## src/rtl/sqrt_pkg.sv

```systemverilog
// Shared widths and FSM state type for the square-root unit and its squaring self-check.
package sqrt_pkg;

    localparam int unsigned ROOT_W = 8;
    localparam int unsigned RAD_W  = 2 * ROOT_W;
    localparam int unsigned REM_W  = RAD_W + 1;
    localparam int unsigned CNT_W  = $clog2(ROOT_W + 1);

    typedef enum logic [1:0] {
        IDLE  = 2'd0,
        MULT  = 2'd1,
        CHECK = 2'd2,
        DONE  = 2'd3
    } state_e;

endpackage

```

## src/rtl/comparator.sv

```systemverilog
// Unsigned magnitude comparator: flags A strictly less than B.
module comparator #(
    parameter int unsigned W = 17
) (
    input  logic [W-1:0] A_i,
    input  logic [W-1:0] B_i,
    output logic         A_less_than_B_o
);

    assign A_less_than_B_o = (A_i < B_i);

endmodule

```

## src/rtl/square_check.sv

```systemverilog
// Shift-add squarer that validates a candidate integer square root against its radicand.
module square_check
    import sqrt_pkg::*;
(
    input  logic              clk_i,
    input  logic              rst_n_i,
    input  logic              start_i,
    input  logic [ROOT_W-1:0] root_i,
    input  logic [RAD_W-1:0]  radicand_i,
    output logic              busy_o,
    output logic              done_o,
    output logic [RAD_W-1:0]  square_o,
    output logic [REM_W-1:0]  remainder_o,
    output logic              root_ok_o
);

    state_e              state_q,  state_d;
    logic [RAD_W-1:0]    mcand_q,  mcand_d;
    logic [ROOT_W-1:0]   mplier_q, mplier_d;
    logic [ROOT_W-1:0]   root_q,   root_d;
    logic [RAD_W-1:0]    rad_q,    rad_d;
    logic [RAD_W-1:0]    acc_q,    acc_d;
    logic [CNT_W-1:0]    cnt_q,    cnt_d;
    logic [RAD_W-1:0]    square_q, square_d;
    logic [REM_W-1:0]    rem_q,    rem_d;
    logic                ok_q,     ok_d;
    logic                busy_q,   busy_d;
    logic                done_q,   done_d;

    logic [REM_W-1:0]    rem_c;
    logic [REM_W-1:0]    twice_root_c;
    logic                reject_c;

    // Borrow lands in the MSB when the root overshoots the radicand.
    assign rem_c        = REM_W'({1'b0, rad_q}) - REM_W'({1'b0, acc_q});
    assign twice_root_c = REM_W'({root_q, 1'b0});

    // Upper-bound test: radicand < (root+1)^2  <=>  remainder <= 2*root.
    comparator #(
        .W (REM_W)
    ) u_bound_cmp (
        .A_i             (twice_root_c),
        .B_i             (rem_c),
        .A_less_than_B_o (reject_c)
    );

    always_ff @(posedge clk_i or negedge rst_n_i) begin
        if (!rst_n_i) begin
            state_q  <= IDLE;
            mcand_q  <= '0;
            mplier_q <= '0;
            root_q   <= '0;
            rad_q    <= '0;
            acc_q    <= '0;
            cnt_q    <= '0;
            square_q <= '0;
            rem_q    <= '0;
            ok_q     <= 1'b0;
            busy_q   <= 1'b0;
            done_q   <= 1'b0;
        end else begin
            state_q  <= state_d;
            mcand_q  <= mcand_d;
            mplier_q <= mplier_d;
            root_q   <= root_d;
            rad_q    <= rad_d;
            acc_q    <= acc_d;
            cnt_q    <= cnt_d;
            square_q <= square_d;
            rem_q    <= rem_d;
            ok_q     <= ok_d;
            busy_q   <= busy_d;
            done_q   <= done_d;
        end
    end

    always_comb begin
        state_d  = state_q;
        mcand_d  = mcand_q;
        mplier_d = mplier_q;
        root_d   = root_q;
        rad_d    = rad_q;
        acc_d    = acc_q;
        cnt_d    = cnt_q;
        square_d = square_q;
        rem_d    = rem_q;
        ok_d     = ok_q;

        case (state_q)
            IDLE: begin
                if (start_i) begin
                    mcand_d  = RAD_W'(root_i);
                    mplier_d = root_i;
                    root_d   = root_i;
                    rad_d    = radicand_i;
                    acc_d    = '0;
                    cnt_d    = '0;
                    state_d  = MULT;
                end
            end
            MULT: begin
                if (mplier_q[0]) begin
                    acc_d = acc_q + mcand_q;
                end
                mcand_d  = mcand_q << 1;
                mplier_d = mplier_q >> 1;
                cnt_d    = cnt_q + CNT_W'(1);
                if (cnt_q == CNT_W'(ROOT_W - 1)) begin
                    state_d = CHECK;
                end
            end
            CHECK: begin
                square_d = acc_q;
                rem_d    = rem_c;
                ok_d     = ~rem_c[REM_W-1] & ~reject_c;
                state_d  = DONE;
            end
            DONE: begin
                state_d = IDLE;
            end
            default: begin
                state_d = IDLE;
            end
        endcase

        // Status flags are registered copies of the upcoming state.
        busy_d = (state_d == MULT) || (state_d == CHECK);
        done_d = (state_d == DONE);
    end

    assign busy_o      = busy_q;
    assign done_o      = done_q;
    assign square_o    = square_q;
    assign remainder_o = rem_q;
    assign root_ok_o   = ok_q;

endmodule

```

## config.mk

```make
export PLATFORM = sky130hd
export DESIGN_NAME = square_check
export DESIGN_NICKNAME = d
export VERILOG_FILES = /design/src/rtl/sqrt_pkg.sv /design/src/rtl/comparator.sv /design/src/rtl/square_check.sv
export SDC_FILE = /design/constraint.sdc
export NUM_CORES = 1
export LEC_CHECK = 0
export ABC_AREA = 1
export CORE_MARGIN = 8
export CORE_UTILIZATION = 52
export CTS_CLUSTER_SIZE = 12
export DETAILED_ROUTE_END_ITERATION = 10
export GPL_TIMING_DRIVEN = 1
export PLACE_DENSITY = 0.77
export SETUP_SLACK_MARGIN = 0.5
export SYNTH_ARGS = -nofsm -noshare
export SYNTH_HDL_FRONTEND = slang
export SYNTH_SLANG_ARGS = --single-unit
```

## constraint.sdc

```tcl
create_clock -name clk_i -period 2.2 [get_ports clk_i]
set_clock_uncertainty 0.05 [all_clocks]
set_input_delay 0.44 -clock clk_i [delete_from_list [all_inputs] [get_ports clk_i]]
set_output_delay 0.44 -clock clk_i [all_outputs]
set_load 0.01 [all_outputs]
```

---- Word level (Yosys, flattened, before mapping) ----
Index checks and enable logic that the tools add are counted.
word-level totals
  input bits .............................. 27
  register bits after elaboration ......... 106
  output and inout port bits .............. 36
cells by class
  muxes and demuxes ....................... 12
  add/sub/neg operators ................... 3
  reductions and logical operators ........ 6
  equal/unequal tests ..................... 9
  bitwise logic cells ..................... 3
  $lt $le $gt $ge ......................... 1
operator list
  kind                   number
  $pmux W16 S2           2
  $mux W16               3
  $lt A9 B17 Y1          1
  $sub A16 B16 Y17       1
  $add A16 B16 Y16       1
  $pmux W8 S2            1
  $eq A2 B2 Y1 const B   4
  $mux W8                1
  $pmux W2 S4            1
  $pmux W4 S2            1
  $add A4 B1 Y4 const B  1
  $eq A2 B1 Y1 const B   2
  $eq A4 B3 Y1 const B   1
  $mux W2                2
  $mux W4                1
  $ne A2 B2 Y1 const B   2
  $reduce_and A2 Y1      2
  $reduce_and A3 Y1      1
  $logic_not A2 Y1       1
  $not A1 Y1             2
  $reduce_bool A2 Y1     1
  $and A1 B1 Y1          1
  $logic_or A1 B1 Y1     1

---- Logic depth before layout (Yosys ltp) ----
Gate-level depths: netlist of run 1.
  depth in word-level cells ............... 5
  depth in mapped cells ................... 17
  depth with buffers taken out ............ 17

---- Hierarchy ----
From an unflattened synthesis of run 1, not the netlist that was laid out.
unflattened totals
  cells, all modules ...................... 873
  area, all modules ....................... 6,374.9 um^2
modules (own cells, without submodules)
  module        cells an instance  times used  area each (um^2)  seq. area each (um^2)
  square_check  795                1           5,909.4           2,652.5
  comparator    78                 1           465.4             0.0

---- Least setup slack after synthesis of run 1 ----
No wires, ideal clock.
  kind .................................... reg-to-reg
  start ................................... register acc_q[0]
  end ..................................... register ok_q, in the netlist root_ok_o
  stages on the path, launching flop included .. 13
  data arrival time ....................... 2,029 ps
  data required time ...................... 2,034 ps
  path buffers ............................ 0
  setup slack ............................. 4 ps
  setup time .............................. 116 ps
  clock period less this slack ............ 2,196 ps
  cells stage by stage .................... dfrtp_1 -> ha_1 -> fa_1 -> inv_1 -> nand3_1 -> nand3_1 -> a21oi_1 -> xor2_1 -> ha_1 -> a21oi_1 -> a21oi_1 -> nand2_1 -> nand2_1
between the ends
  word-level cells in the longest chain between the ends .. 4
  elaborated cells between the ends (all ways) .. 5
  classes of those cells .................. 1 x add/sub; 1 x order compare; 3 x bitwise
ends and longest elaborated chain
  item                      RTL line             source
  start: declaration        square_check.sv:22   logic [RAD_W-1:0] acc_q, acc_d;
  start signal: assignment  square_check.sv:54   acc_q <= '0;
  start signal: assignment  square_check.sv:67   acc_q <= acc_d;
  $sub A16 B16 Y17 (*)      square_check.sv:35   assign rem_c = REM_W'({1'b0, rad_q}) - REM_W'({1'b0, acc_q});
  $lt A9 B17 Y1             comparator.sv:10     assign A_less_than_B_o = (A_i < B_i);
  $not A1 Y1                square_check.sv:115  ok_d = ~rem_c[REM_W-1] & ~reject_c;
  $and A1 B1 Y1 (*)         square_check.sv:115
  end signal: assignment    square_check.sv:71   ok_q <= ok_d;
  end: declaration          square_check.sv:26   logic ok_q, ok_d;
Every way passes the cells marked *; elsewhere a longest branch is shown, timed or not.
A chain may end at the register's enable or synchronous reset.

---- Worst setup path after layout of run 1 ----
Same ends and word-level chain as after synthesis.

==> reports/qor.yml, run 1 <==
run_status:
  status: "finished, violations left"
  violations: "negative setup slack"
global_route:
  antenna_found_initial: 0
  grtUsageTotal_pct: 22.3
  gr-total-overflow: 0
  grt_pass1_wl_mm: 26.4
  grt_pass1_vias: 5516
  grt_max_degree: 48
worst_hold_path:
  min_from: "root_ok_o"
  min_to: "root_ok_o"
  whs_path_depth: 2
  worst_hold_path_type: "reg -> reg"
floorplan:
  start_util_pct: 52.6
  fp.dieArea_um2: 15100
  io_pins: 63
  die_w_um: 123
  rows: 39
  core-area_um2: 11300
  die_height_um: 123
yosys:
  async_flop_share_pct: 100
  syn_inst: 747
  synth_xor_area_share_pct: 1.32
  synth.area.top_cells: "dfrtp_1 45%, nand2_1 16%, ha_1 8.4%"
  avgSynthCellArea_um2: 7.98
  synth_top_cell_area_share_pct: 44.5
  synthDistinctLibCells: 44
  syn-num-nets: 816
  synthFlopType: "dfrtp_1"
  synth-edff-count: 0
  synthSimpleGateAreaFrac_pct: 26.6
  synth_fa_ha_area_share_pct: 9.07
  synth_top_family_by_area: "simple AND/OR/NAND/NOR gates"
  yosys_warnings: 0
  muxShareOfSynthArea_pct: 0.168
  ys_seq_elements: 106
  yosys.area.top_type: "dfrtp_1"
  yosysSeqAreaShare_pct: 44.5
  synth_compound_area_share_pct: 11.2
  synthesis.area_um2: 5960
place:
  pre_cts_slack_ps: -118
  routabilityCongestion: 0.904
  dp_hpwl_mm: 11.6
  io_buffers: 62
timing:
  post-route-min-period_ps: 2440
  maxSlewHeadroom_pct: 71.6
  max_freq_mhz: 411
  grt_setup_unrepaired: "true"
  finalCritPeriodShare_pct: 111
  report.final.slew_viol_count: 0
  layout_setup_ws_ps: -235
  tightest_slew_ps: 424
  finalSetupViolCount: 3
  finalHoldViolCount: 0
critical_path:
  cp_slowest_cell: "dfrtp_1"
  rr_worst_depth: 12
  cp_top_family: "adder cells"
  r2r-start: "acc_q[0]"
  critPathMaxStageDelay_ps: 440
  crit_arrival_ps: 2650
  critPathBufInv: 1
  crit_chain: "ha_4 -> fa_2 -> inv_2 -> nand3_2 -> nand3_4 -> a21oi_2 -> xor2_1 -> ha_1 -> a21oi_1 -> a21oi_2 -> nand2_1 -> nand2_1"
  crit_required_ps: 2410
  path_depth: 12
  reg2reg_to: "root_ok_o"
  cp-end-kind: "flop"
  startpoint_type: "flop"
  crit_fanout: 3
  r2r_slack_ps: -240
  critical_path_class: "reg -> reg"
cts:
  cts_tree: "built"
  insertion_delay_ps: 360
  clock_sinks: 106
  h-tree-depth: 3
  clk_pin_slew_ps: 80
  clock_tree.buffer_depth: 2
  cts_root_buffer: "clkbuf_16"
  cts-buffers-inserted: 9
cells_and_area:
  drive_above_1_share_pct: 26.4
  nFillCells: 809
  seqCellArea_um2: 2660
  antenna_cells: 0
  syn_to_final_growth_pct: 37.0
  nets: 933
  multi_input_area_um2: 3590
detailed_routing:
  vias_per_cell: 5.59
  ant_nets: 0
  wl_mm: 17.6
  drt_iter0_drc: 488
  dr.pass1.iters: 5
  wire_per_inst_um: 17.4
  vias: 5660
  drc: 0
job:
  maxCapViolations: 0
## metal layers
metal / up-vias / share of wire (%) / global-route usage (%)
met5: - / 0 / 0
met4: 0 / 4.5 / 10.2
met3: 66 / 5.7 / 3.65
met2: 210 / 49 / 38.0
met1: 2731 / 41 / 27.4
li1: 2653 / - / -
## placed cells by master, fill, tap and decap left out, drive strengths merged, types with 2 or more instances in the layout
| cell | n |
|---|---|
| clkinvlp | 2 |
| dfrtp | 106 |
| clkdlybuf4s50 | 25 |
| ha | 40 |
| a31oi | 4 |
| nand3 | 39 |
| fa | 2 |
| a21o | 2 |
| o211ai | 4 |
| nand4 | 7 |
| o22ai | 15 |
| nor3 | 6 |
| o21ai | 54 |
| o21bai | 2 |
| clkbuf | 9 |
| dlygate4sd2 | 36 |
| a21oi | 29 |
| xnor2 | 5 |
| o21a | 3 |
| inv | 92 |
| nand2 | 270 |
| nor2 | 40 |
| nand3b | 4 |
| clkinv | 2 |
| xor2 | 4 |
| buf | 61 |
## Yosys cell counts, types with 3 or more instances
| master | number |
|---|---|
| a21oi_1 | 26 |
| a21oi_2 | 3 |
| a31oi_1 | 4 |
| buf_2 | 6 |
| clkbuf_1 | 6 |
| dfrtp_1 | 106 |
| ha_1 | 40 |
| inv_1 | 79 |
| inv_2 | 9 |
| nand2_1 | 259 |
| nand2_2 | 11 |
| nand3_1 | 36 |
| nand3b_1 | 4 |
| nand4_1 | 6 |
| nor2_1 | 35 |
| nor2_2 | 3 |
| nor3_1 | 3 |
| nor3_2 | 3 |
| o211ai_1 | 3 |
| o21a_1 | 3 |
| o21ai_0 | 43 |
| o21ai_1 | 8 |
| o22ai_1 | 15 |
| xnor2_1 | 5 |
| xor2_1 | 4 |
## how the worst max path moves through the flow
stage | from | endpoint
finish | acc_q[0] | root_ok_o
global route | acc_q[0] | root_ok_o
CTS | acc_q[0] | root_ok_o
detailed placement | rad_q[5] | root_ok_o
global placement | acc_q[3] | root_ok_o
floorplan | acc_q[0] | root_ok_o
## kinds of logic after synthesis
kind of cell,after synthesis
DFF,106
and+or+nand+nor,368
muxes,1
adders and majority gates,42
xor gates and xnor gates,9
buffers and inverters,106
AOI/OAI and AO/OA,115
## registers in the layout, summed over array words and instances (netlist names)
register,flops
remainder_o,17
acc_q,16
mcand_q,16
rad_q,16
square_o,16
mplier_q,8
root_q,8
cnt_q,4
state_q,2
busy_o,1
done_o,1
root_ok_o,1
## cell type report
cell class / count / share of cell area, %
Clock buffer: 9 / 2.76
Clock inverter: 7 / 0.720
Inverter: 89 / 4.23
Multi-Input combinational cell: 535 / 44.0
Sequential cell: 106 / 32.5
Tap cell: 143 / 2.19
Timing Repair Buffer: 123 / 13.6
## worst register-to-register path, delay by kind of cell, from the launching register on
kind	cells	cell delay (ps)
xor+xnor	1	240
compound gates	3	330
simple gates	4	300
fa+ha+maj	3	870
buf+inv	1	90
flops	1	440
## metrics by stage
step                hold slack, ps  std cells  area (um2)  setup TNS (ps)  utilization [%]
CTS                            431        999        7680           -25.8             67.9
global route                   446       1012        8160            -571             72.1
finish                         424       1012        8160            -267             72.1
global placement               346        960        6900           -70.2             61.0
floorplan                     94.4        747        5980               0                -
detailed placement             353        960        6900            -118             61.0
## timing repair
action / CTS / global route
hold buffers: 1 / 0
setup endpoints to repair: 62 / 33
pin swaps: 24 / 34
endpoints found under the hold margin: 28 / 0
gates resized for setup: 111 / 89
buffers inserted: 22 / 13
Power of run 1 is left out: the tool's default activity adds up to more than one toggle a clock period on the data nets, which glitch-free logic cannot reach.
==> run 2, diff against run 1 <==
--- a/config.mk
+++ b/config.mk
@@ -12,7 +12,6 @@
 export DETAILED_ROUTE_END_ITERATION = 10
 export GPL_TIMING_DRIVEN = 1
 export PLACE_DENSITY = 0.77
-export SETUP_SLACK_MARGIN = 0.5
 export SYNTH_ARGS = -nofsm -noshare
 export SYNTH_HDL_FRONTEND = slang
 export SYNTH_SLANG_ARGS = --single-unit
==> run 2 against run 1 <==
Register-to-register slack improved by 170 ps. Critical endpoint unchanged. The run still ends with negative setup slack left. Non-clock buffer count shrank 28. Core utilization shrank 7.0 points. Fmax grew 7.3%. Global-route usage down 1.4 points. Largest cell class unchanged. Critical path depth unchanged. Worst hold slack better by 7.2 ps. Design area shrank 9.7%. Via count fell by 9.1%. Sequential cell count stayed put. First-iteration DRC count decreased by 27%. Die area unchanged.
==> reports/qor.yml, run 2 (synthesized netlist as in run 1, its figures left out) <==
cells_and_area:
  utilization_pct: 65.1  # -7.0 points
  drive_above_1_share_pct: 13.3  # -13 points
  syn_to_final_growth_pct: 23.7
  multi_input_area_um2: 2990  # -17%
  antenna_cells: 0  # unchanged
  nFillCells: 943  # +17%
  mostFrequentLayoutCell: "nand2_1"
  final_area_um2: 7370  # -9.7%
  largest_register_ffs: 17  # unchanged
  stdcell_count: 984  # -2.8%
  nets: 905  # -3.0%
  seqCellArea_um2: 2650  # about the same
  mostFrequentLayoutCells: "257 x nand2_1, 105 x dfrtp_1, 76 x inv_1"
global_route:
  grt_pass1_vias: 5171  # -6.3%
  grt_use_met2_pct: 35.0  # -2.9 points
  grt_max_degree: 43  # -10%
  grt-busiest-layer: "met2"
  met1_usage_pct: 27.1  # -0.34 points
  grtUsageTotal_pct: 20.9  # -1.4 points
  antenna_found_initial: 0  # unchanged
  grt_pass1_wl_mm: 24.9  # -5.8%
  gr-total-overflow: 0  # unchanged
  grt.met3_usage_pct: 2.60  # -1.1 points
place:
  pre_cts_slack_ps: -153  # -34.6 ps
  place_inst: 966  # +0.63%
  io_buffers: 62  # unchanged
  placed_area_um2: 6940  # +0.54%
  routabilityCongestion: 0.897  # -0.70%
  dp_hpwl_mm: 11.8  # +1.2%
detailed_routing:
  vias: 5144  # -9.1%
  drt_iter0_drc: 355  # -27%
  drc: 0  # unchanged
  ant_nets: 0  # unchanged
  dr.pass1.iters: 5  # unchanged
  wire_per_inst_um: 15.2  # -13%
  wl_mm: 14.9  # -15%
  vias_per_cell: 5.23  # -6.5%
power:
  power.share.combinational_pct: 61.8
  leakagePower_nw: 3.77
  p_int_mw: 7.22
  p_seq_share_pct: 25.6
  powerDensity_nw_per_um2: 1790
  switching_share_pct: 45.3
  power_frac_clock_pct: 12.6
  ir_drop_v: 0.000928
  p_total_mw: 13.2
  p_switching_mw: 5.99
floorplan:
  die_height_um: 123  # unchanged
  start_util_pct: 52.6  # unchanged
  die_w_um: 123  # unchanged
  io_pins: 63  # unchanged
  fp.dieArea_um2: 15100  # unchanged
  core-area_um2: 11300  # unchanged
  rows: 39  # unchanged
critical_path:
  cp_slowest_cell: "dfrtp_1"
  startpoint_type: "flop"
  cp-end-kind: "flop"
  crit_required_ps: 2410  # about the same
  critPathMaxStageDelay_ps: 410  # -30 ps
  critical_path_class: "reg -> reg"
  crit_chain: "ha_4 -> fa_2 -> inv_2 -> nand3_1 -> nand3_2 -> a21oi_2 -> xor2_1 -> ha_1 -> a21oi_1 -> a21oi_1 -> nand2_1 -> nand2_1"
  crit_arrival_ps: 2470  # -180 ps
  crit_fanout: 3  # unchanged
run_status:
  violations: "negative setup slack"
  status: "finished, violations left"
timing:
  hold_slack_ps: 431  # +7.25 ps
  report.final.slew_viol_count: 0  # unchanged
  setup-tns-final_ps: -69.2  # +198 ps
  post-route-min-period_ps: 2270  # -166 ps
  grt_setup_unrepaired: "true"
  maxSlewHeadroom_pct: 61.1  # -11 points
  finalCritPeriodShare_pct: 103  # -7.6 points
  layout_setup_ws_ps: -69.2  # +166 ps
  max_freq_mhz: 441  # +7.3%
  tightest_slew_ps: 583  # +159 ps
  finalHoldViolCount: 0  # unchanged
  finalSetupViolCount: 1  # -2
cts:
  insertion_delay_ps: 360  # about the same
  cts_root_buffer: "clkbuf_16"
  clk_pin_slew_ps: 70  # about the same
  clock_sinks: 106  # unchanged
  clock_tree.buffer_depth: 2  # unchanged
  cts_tree: "built"
  h-tree-depth: 3  # unchanged
  cts-buffers-inserted: 9  # unchanged
job:
  maxCapViolations: 0  # unchanged
worst_hold_path:
  worst_hold_path_type: "reg -> reg"
## run 2: power groups by stage
stage	Clock, mW	Sequential [mW]	Combinational, mW
floorplan	0	3.36	5.12
global placement	0	3.36	7.50
detailed placement	0	3.40	7.73
CTS	1.70	3.37	8.02
global route	1.77	3.49	9.26
finish	1.66	3.38	8.16
## run 2: final timing paths
path | startpoint | slack [ps] | to | cells past startpoint
max reg2reg | acc_q[0] | -70 | root_ok_o | 12
min | cnt_q[3] | 430 | cnt_q[3] | 1
min reg2reg | cnt_q[3] | 430 | cnt_q[3] | 1
min in group asynchronous | rst_n_i | 490 | remainder_o[3] | 2
max in group asynchronous | rst_n_i | 1060 | mcand_q[14] | 3
max | acc_q[0] | -70 | root_ok_o | 12
## run 2: layout make-up
cell class              count  area share, %
clock buffers              11           3.29
clock inverters             5          0.832
inverters                  89           4.57
multi-input cells         535           40.6
flip-flops and latches    106           36.0
well taps                 143           2.43
repair buffers             95           12.3
## run 2: critical path: cells and delay by family (launching register included)
| family | cells | cell delay, ps |
|---|---|---|
| xor+xnor | 1 | 190 |
| flops | 1 | 410 |
| buf+inv | 1 | 70 |
| simple gates | 4 | 290 |
| fa+ha+maj | 3 | 830 |
| compound gates | 3 | 310 |
## run 2: what timing repair did
| item | in CTS | in global routing |
|---|---|---|
| hold buffers | 1 | 0 |
| pin swaps | 0 | 0 |
| gates resized for setup | 14 | 13 |
| endpoints found under the hold margin | 26 | 0 |
| setup buffers | 1 | 0 |
| setup endpoints to repair | 1 | 4 |
| cloned | 0 | 0 |
## run 2: per-layer routing
| layer | up-vias | wire [um] |
|---|---|---|
| met5 | - | 0 |
| met4 | 0 | 256 |
| met3 | 20 | 599 |
| met2 | 105 | 7210 |
| met1 | 2424 | 6860 |
| li1 | 2595 | - |
Note: power is estimated with default switching activity, not from simulation.
==> variant: new RTL, config.mk and constraints of run 1 <==
Remove the register `busy_q`: a continuous assignment takes its place, so the output `busy_o` follows one clock earlier.
--- a/src/rtl/square_check.sv
+++ b/src/rtl/square_check.sv
@@ -57,5 +57,4 @@
             rem_q    <= '0;
             ok_q     <= 1'b0;
-            busy_q   <= 1'b0;
             done_q   <= 1'b0;
         end else begin
@@ -70,8 +69,9 @@
             rem_q    <= rem_d;
             ok_q     <= ok_d;
-            busy_q   <= busy_d;
             done_q   <= done_d;
         end
     end
+
+    assign busy_q = busy_d;
 
     always_comb begin
Behaviour: not the same (Yosys sat finds a counterexample within 4 cycles, from zero or initial values and one cycle with rst_n_i low).
==> variant against run 1 <==
The flow still finishes with violations (negative setup slack). Sequential cell count fell by 1. Routed wire length is 0.69% lower. Area after synthesis is 0.42% lower. Final cell count about the same. Cell area shrank 0.97%. Die area is 0.37% lower. Synthesized cell count is 0.13% lower. Setup slack better by 68 ps. Largest cell class unchanged.
==> variant: results (changes against run 1) <==
CP Max Fanout: 2 (-1)
Syn Nets: 815 (-0.12%)
Vias in the first global route: 5,516 (unchanged)
Metal1 wirelength: 7.34 mm (+2.0%)
Buffers on Ports: 62 (unchanged)
Crit-path slowest cell: dfrtp_1
Worst setup path startpoint: acc_q[0]
Routability cong.: 0.873 (-3.4%)
Metal2 WL: 8.75 mm (+2.2%)
End of the worst hold path: remainder_o[4]
Mapped Cells: 746 (-0.13%)
Design Area, Final: 0.00809 mm2 (-0.97%)
Library cells used by synthesis: 44 (unchanged)
Met3 wire len: 914 um (-9.3%)
Family with the most delay on the worst path: adder cells
First-pass GRT wire length: 26.9 mm (+1.9%)
CTS resizes: 132 (+19%)
Filler instances: 838 (+3.6%)
Crit Reg-Reg Endpoint: root_ok_o
Worst Setup EP: root_ok_o
Largest register FFs: 17 (unchanged)
Post-CTS Setup Inserts: 23 (+4.5%)
Drt initial violations: 418 (-14%)
Yosys warnings: 0 (unchanged)
Clock transition at path regs: 70 ps
Via count: 5,580 (-1.4%)
VDD IR-drop max: 0.947 mV
Antenna violations before repair: 0 (unchanged)
GRT met2 Usage: 39.7% (+1.7 points)
Clock latency on the worst-skew pair: 360 ps (about the same)
Post-route setup slack: -167 ps (+68.1 ps)
Failing checks: negative setup slack
Worst-margin pin slew: 470 ps (+46.4 ps)
DRT Pass-1 Iters: 5 (unchanged)
CP max stage delay: 400 ps (-40 ps)
NumNets Final: 935 (+0.21%)
DR WL/cell: 17.2 um (-0.79%)
Area contributors post-synth: dfrtp_1 44%, nand2_1 16%, ha_1 8.4%, inv_1 5.0%, o21ai_0 3.6%
R2R depth: 16 (+4)
DP Wirelength: 11.9 mm (+1.8%)
Total wire length: 17.4 mm (-0.69%)
Critical path data arrival time: 2620 ps (-30 ps)
GR met3 Demand/Resource: 3.68% (+0.027 points)
Hold path start: remainder_o[4]
Largest net degree at the start of global routing: 49 (+2.1%)
Top Metal Used: met4
Setup TNS: -167 ps (+99.9 ps)
Setup violators final: 1 (-2)
WHS: 429 ps (+5.93 ps)
Post-DP Area: 0.00689 mm2 (-0.25%)
GRT Total Usage: 22.9% (+0.54 points)
Post-cts hold buffer count: 1 (unchanged)
Async S/R FF share, synth: 100% (unchanged)
Layout cells sized above 1: 27.2% (+0.89 points)
Met1 GRT Util: 28.4% (+0.95 points)
Status: finished, violations left
Synth top cells by count: 259 x nand2_1, 105 x dfrtp_1, 79 x inv_1
Pre-CTS WS: -66.6 ps (+51.7 ps)
Seq/Total Area, Yosys: 44.3% (-0.23 points)
==> variant: power by group through the flow <==
stage          sequential (mW)  combinational [mW]  clock, mW
2_1_floorplan             3.33                5.16          0
3_3_place_gp              3.32                7.40          0
3_5_place_dp              3.35                7.63          0
4_1_cts                   3.38                8.63       1.66
5_1_grt                   3.49                10.9       1.73
6_report                  3.40                9.96       1.65
==> variant: kinds of logic after synthesis <==
kind of cell / after synthesis / synth area share [%]
simple gates: 368 / 26.7
compound gates: 115 / 11.3
buf+inv: 106 / 7.13
flops: 105 / 44.3
fa+ha+maj: 42 / 9.11
xor+xnor: 9 / 1.33
mux: 1 / 0.169
==> variant: final cells by class <==
type / count / share of cell area (%)
clock buffers: 10 / 2.83
clock inverters: 5 / 0.758
inverters: 89 / 4.21
multi-input cells: 535 / 43.4
flip-flops and latches: 105 / 32.5
well taps: 143 / 2.21
repair buffers: 126 / 14.1
